===== config.mk =====
export PLATFORM = sky130hd
export DESIGN_NAME = vector_result_writeback
export DESIGN_NICKNAME = d
export VERILOG_FILES = /design/src/rtl/vector_result_writeback.sv
export SDC_FILE = /design/constraint.sdc
export NUM_CORES = 1
export LEC_CHECK = 0
export ABC_AREA = 1
export ABC_CLOCK_PERIOD_IN_PS = 13800
export BUFFER_PORTS_ARGS = -buffer_cell sky130_fd_sc_hd__buf_2
export CORE_MARGIN = 4
export CORE_UTILIZATION = 40
export DETAILED_ROUTE_END_ITERATION = 6
export GPL_ROUTABILITY_DRIVEN = 0
export HOLD_SLACK_MARGIN = 0.02
export PLACE_DENSITY_LB_ADDON = 0.05
export SYNTH_ARGS = -nofsm -noshare
export SYNTH_HDL_FRONTEND = slang
export SYNTH_SLANG_ARGS = --single-unit
export TNS_END_PERCENT = 30

===== constraint.sdc =====
create_clock -name clock -period 13.8 [get_ports clock]
set_clock_uncertainty 0.2 [all_clocks]
set_input_delay 2.07 -clock clock [delete_from_list [all_inputs] [get_ports clock]]
set_output_delay 2.07 -clock clock [all_outputs]
set_load 0.02 [all_outputs]

===== src/rtl/vector_result_writeback.sv =====
// Vector add write-back: collects per-chunk results for one instruction and
// issues them as chunk writes (normal, widening pairs, or one packed mask word).
module vector_result_writeback #(
    parameter int CHUNKS_PER_REG    = 8,
    parameter int REG_INDEX_WIDTH   = 5,
    parameter int CHUNK_INDEX_WIDTH = 3
) (
    input  logic                         clock,
    input  logic                         reset,
    input  logic                         start,
    input  logic [REG_INDEX_WIDTH-1:0]   vd_index,
    input  logic [3:0]                   chunk_count,
    input  logic [1:0]                   bit_mode,
    input  logic                         mask_mode,
    input  logic                         widening_mode,
    input  logic                         result_valid,
    output logic                         result_ready,
    input  logic [63:0]                  result_vd,
    input  logic [63:0]                  result_vd_high,
    output logic                         write_valid,
    input  logic                         write_ready,
    output logic [REG_INDEX_WIDTH-1:0]   write_index,
    output logic [CHUNK_INDEX_WIDTH-1:0] write_chunk,
    output logic [63:0]                  write_data,
    output logic                         busy,
    output logic                         done
);
    localparam int LW = REG_INDEX_WIDTH + CHUNK_INDEX_WIDTH;

    typedef enum logic [2:0] {
        IDLE, COLLECT, WRITE_LOW, WRITE_HIGH, WRITE_MASK, DONE
    } state_t;

    state_t                       state_reg;
    logic [REG_INDEX_WIDTH-1:0]   vd_index_reg;
    logic [3:0]                   count_reg;
    logic [1:0]                   bit_mode_reg;
    logic                         mask_reg;
    logic                         widen_reg;
    logic [3:0]                   k_reg;
    logic [63:0]                  vd_high_hold_reg;
    logic [63:0]                  mask_acc_reg;
    logic                         write_valid_reg;
    logic [REG_INDEX_WIDTH-1:0]   write_index_reg;
    logic [CHUNK_INDEX_WIDTH-1:0] write_chunk_reg;
    logic [63:0]                  write_data_reg;
    logic                         done_reg;

    logic [4:0]    offset;
    logic [LW-1:0] lin_low;
    logic [LW-1:0] lin_high;
    logic [3:0]    field_n;
    logic [7:0]    field_bits;
    logic [6:0]    shift_amt;
    logic [63:0]   mask_next;
    logic          last_accept;
    logic          all_written;

    // Widening results occupy two chunk slots each, so chunk k lands at 2k.
    assign offset   = widen_reg ? {k_reg, 1'b0} : {1'b0, k_reg};
    assign lin_low  = LW'(vd_index_reg) * LW'(CHUNKS_PER_REG) + LW'(offset);
    assign lin_high = {write_index_reg, write_chunk_reg} + LW'(1);

    // One mask bit per element: 8/4/2/1 elements per chunk for SEW 8/16/32/64.
    assign field_n = 4'd8 >> bit_mode_reg;
    generate
        for (genvar gi = 0; gi < 8; gi++) begin : g_field
            assign field_bits[gi] = result_vd[gi] & (4'(gi) < field_n);
        end
    endgenerate
    assign shift_amt = 7'(k_reg) * 7'(field_n);
    assign mask_next = mask_acc_reg | (64'(field_bits) << shift_amt);

    assign last_accept = (k_reg + 4'd1) == count_reg;
    assign all_written = k_reg == count_reg;

    assign result_ready = (state_reg == COLLECT) && (count_reg != 4'd0);
    assign busy         = state_reg != IDLE;
    assign done         = done_reg;
    assign write_valid  = write_valid_reg;
    assign write_index  = write_index_reg;
    assign write_chunk  = write_chunk_reg;
    assign write_data   = write_data_reg;

    always_ff @(posedge clock or posedge reset) begin
        if (reset) begin
            state_reg        <= IDLE;
            vd_index_reg     <= '0;
            count_reg        <= '0;
            bit_mode_reg     <= '0;
            mask_reg         <= 1'b0;
            widen_reg        <= 1'b0;
            k_reg            <= '0;
            vd_high_hold_reg <= '0;
            mask_acc_reg     <= '0;
            write_valid_reg  <= 1'b0;
            write_index_reg  <= '0;
            write_chunk_reg  <= '0;
            write_data_reg   <= '0;
            done_reg         <= 1'b0;
        end else begin
            done_reg <= 1'b0;
            case (state_reg)
                IDLE: begin
                    if (start) begin
                        vd_index_reg <= vd_index;
                        count_reg    <= chunk_count;
                        bit_mode_reg <= bit_mode;
                        mask_reg     <= mask_mode;
                        widen_reg    <= widening_mode & ~mask_mode;
                        k_reg        <= '0;
                        mask_acc_reg <= '0;
                        state_reg    <= COLLECT;
                    end
                end
                COLLECT: begin
                    if (count_reg == 4'd0) begin
                        done_reg  <= 1'b1;
                        state_reg <= DONE;
                    end else if (result_valid) begin
                        k_reg            <= k_reg + 4'd1;
                        vd_high_hold_reg <= result_vd_high;
                        if (mask_reg) begin
                            mask_acc_reg <= mask_next;
                            if (last_accept) begin
                                write_valid_reg <= 1'b1;
                                write_index_reg <= vd_index_reg;
                                write_chunk_reg <= '0;
                                write_data_reg  <= mask_next;
                                state_reg       <= WRITE_MASK;
                            end
                        end else begin
                            write_valid_reg <= 1'b1;
                            write_index_reg <= lin_low[LW-1:CHUNK_INDEX_WIDTH];
                            write_chunk_reg <= lin_low[CHUNK_INDEX_WIDTH-1:0];
                            write_data_reg  <= result_vd;
                            state_reg       <= WRITE_LOW;
                        end
                    end
                end
                WRITE_LOW: begin
                    if (write_ready) begin
                        if (widen_reg) begin
                            write_index_reg <= lin_high[LW-1:CHUNK_INDEX_WIDTH];
                            write_chunk_reg <= lin_high[CHUNK_INDEX_WIDTH-1:0];
                            write_data_reg  <= vd_high_hold_reg;
                            state_reg       <= WRITE_HIGH;
                        end else begin
                            write_valid_reg <= 1'b0;
                            done_reg        <= all_written;
                            state_reg       <= all_written ? DONE : COLLECT;
                        end
                    end
                end
                WRITE_HIGH: begin
                    if (write_ready) begin
                        write_valid_reg <= 1'b0;
                        done_reg        <= all_written;
                        state_reg       <= all_written ? DONE : COLLECT;
                    end
                end
                WRITE_MASK: begin
                    if (write_ready) begin
                        write_valid_reg <= 1'b0;
                        done_reg        <= 1'b1;
                        state_reg       <= DONE;
                    end
                end
                DONE:    state_reg <= IDLE;
                default: state_reg <= IDLE;
            endcase
        end
    end
endmodule

==> reports/results.tsv <==
stage	metric	value	unit
status	outcome	completed	
routing	wire_per_inst	18.4	um
timing	finalSetupViolations	0	
synthesis	ys_seq_area_share	47.0	%
finish	synthToLayoutAreaGrowth	17.7	%
setup_path	path_delay_family	adder cells	
setup_path	cpMostUsedCell	nand2_1	
clock_network	cts_tree	built	
grt	grt-busiest-layer	met2	
setup_path	rr_worst_depth	15	
setup_path	cp.required	14060	ps
finish	layout-drive-gt1-share	17.0	%
timing	relSlewSlack	20.9	%
die	die_area	0.0323	mm^2
synthesis	syn_area	0.0118	mm^2
setup_path	r2r-start	bit_mode_reg[1]	
die	fp.dieW	180	um
routing	drc	0	
timing	fin_crit	4890	ps
setup_path	worstPathMaxFanout	28	
clock_network	clock_path_buffers	3	
setup_path	path_cells	nor2_4 > nand2_1 > fa_1 > fa_1 > inv_1 > fa_1 > xor2_2 > buf_4 > inv_1 > nand3_1 > o21bai_1 > nand2_1 > nand2_1 > nand2_1 > nand2_1	
routing	drt_first_pass_iters	5	
synthesis	synth_top_area_cell	dfrtp_1	
synthesis	synth_cell_type_count	42	
setup_path	crit_buf_inv	3	
synthesis	ys.flop_type	dfrtp_1	
placed_design	port_buffers	221	
setup_path	cp.arrival	5140	ps
grt	use_met1	35.2	%
setup_path	rrSetupSlack	8910	ps
synthesis	synth_top_cell_area_share	47.0	%
clock_network	post_cts_buffers	0	
min_path	worstHoldPathCells	2	
finish	design_area	0.0139	mm^2
synthesis	syn_avg_cell_area	7.39	um^2
routing	via_per_inst	5.14	
grt	grt.total_usage	23.9	%
grt	use_met2	35.7	%
min_path	min_to	write_data[44]	
finish	fin_nets	1938	
synthesis	syn-instance-count	1598	
clock_network	cts_resized	0	
setup_path	max_stage_delay	660	ps
synthesis	ys_ff_latch	222	
timing	fmax	205	MHz
routing	final_antenna_net_count	0	
clock_network	cts_htree_levels	1	
grt	grt_overflow	0	
setup_path	reg2reg_to	write_data[15]	
routing	drtIter0Drc	968	
job	max_cap_viol_count	0	
synthesis	synth-edff-count	0	
synthesis	yosys-top-cells-area	dfrtp_1 47%, nand2_1 21%, nand3_1 4.3%	
die	ios	222	
setup_path	critPathLaunch	bit_mode_reg[1]	
timing	worst_slew_pin_slew	1180	ps
grt	grt_util_met3	6.02	%
clock_network	insertion_delay	530	ps
synthesis	yosysWarnings	0	
setup_path	end_kind	register	
setup_path	worstSetupPathType	register to register	
min_path	holdCritStartpoint	write_data[44]	
grt	grt_pass1_vias	10935	
min_path	hp-class	register to register	
clock_network	cts-root-buf	clkbuf_16	
power_and_ir_drop	report.power.total	3.13	mW
routing	drt_wl_total	40000	um
grt	grt_pass1_wl	62500	um
clock_network	path_clk_slew	60	ps
finish	fin_util	48.0	%
placed_design	dp_hpwl	27600	um
die	start_util	40.8	%
grt	grt_max_degree	89	
grt	antenna_found_initial	4	
timing	tns	0	ps
synthesis	yosysMostFrequentCell	nand2_1	
timing	hold_viol	0	
setup_path	crit_slowest_cell	inv_1	
power_and_ir_drop	p_per_area	225	mW/mm^2
routing	vias	11171	
synthesis	syn_nets	1763	
setup_path	critPathLaunchType	register	
timing	rsz0062_at_grt	false	
synthesis	synth_common_cells	655 x nand2_1, 222 x dfrtp_1, 119 x nor2_1, 102 x nand3_1, 99 x inv_1	
timing	slew_violations	0	
die	core	0.0289	mm^2
clock_network	cts_buffers	27	
finish	n_fill_cell	2957	
clock_network	clock-sinks	222	
placed_design	dpl_cell_area	0.0130	mm^2
synthesis	async_reset_ff_share	100	%
die	rows	62	
die	dieHeight	180	um
timing	timing.final.crit_share	35.4	%
power_and_ir_drop	p_leak	7.55	nW
power_and_ir_drop	peakVddDrop	0.103	mV
clock_network	cts_hold_buffers	0	
## worst max path at each step
stage,slack [ps],end,depth (start not counted)
global placement,8970,write_data[39],13
finish,8910,write_data[15],15
detailed placement,8990,write_data[39],13
global route,8620,write_data[39],13
CTS,8960,write_data[39],13
floorplan,5450,bit_mode_reg[0],1
## cell type report
cell class	instances	area, um^2	share of cell area [%]
Antenna cell	2	5.00	0.0360
Clock buffer	40	795	5.72
Clock inverter	5	78.8	0.567
Inverter	113	432	3.11
Multi-Input combinational cell	1178	5370	38.7
Sequential cell	222	5560	40.0
Tap cell	384	480	3.46
Timing Repair Buffer	231	1180	8.50
## power breakdown
group          switching, mW  internal (mW)
combinational           1.02          0.393
sequential             0.146          0.863
clock                  0.278          0.431
total                   1.45           1.69
## through the flow
| stage | cells | setup WS (ps) | hold slack, ps |
|---|---|---|---|
| global placement | 2128 | 8970 | 254 |
| detailed placement | 2128 | 8990 | 259 |
| global route | 2175 | 8620 | 284 |
| floorplan | 1598 | 5450 | 242 |
| CTS | 2173 | 8960 | 273 |
| finish | 2175 | 8910 | 271 |
## worst min-delay path: stages, from the launching register on
cell and delay (ps):
dfrtp_1 340, nand2_1 50, nand2_1 50
## metal layers
| layer | up-vias | part of all wire, % |
|---|---|---|
| li1 | 5459 | - |
| met1 | 5299 | 46 |
| met2 | 350 | 44 |
| met3 | 59 | 7.9 |
| met4 | 4 | 1.9 |
| met5 | - | 0.055 |
## cell usage in the layout, fill, tap and decap left out, drive strengths merged
| master | instances |
|---|---|
| and2 | 1 |
| o2111ai | 1 |
| o221ai | 1 |
| clkbuf | 40 |
| buf | 231 |
| o22ai | 53 |
| nand3b | 1 |
| nand4 | 12 |
| ha | 14 |
| nor3 | 10 |
| bufinv | 2 |
| o32ai | 1 |
| clkinv | 3 |
| or2 | 3 |
| inv | 113 |
| dfrtp | 222 |
| xor2 | 7 |
| nand2 | 658 |
| a22oi | 1 |
| nor2 | 129 |
| a21oi | 93 |
| o21bai | 5 |
| o21ai | 69 |
| a21boi | 1 |
| o211ai | 2 |
| nand3 | 103 |
| xnor2 | 6 |
| fa | 5 |
| a31oi | 2 |
| diode | 2 |
## kinds of logic after synthesis
kind of cell,Yosys count,synth area share [%]
and+or+nand+nor,917,31.3
xor gates and xnor gates,13,1.09
AOI/OAI and AO/OA,229,10.6
adders and majority gates,19,2.33
buffers and inverters,198,7.59
DFF,222,47.0
No activity file was read; power rests on OpenSTA's default activity.
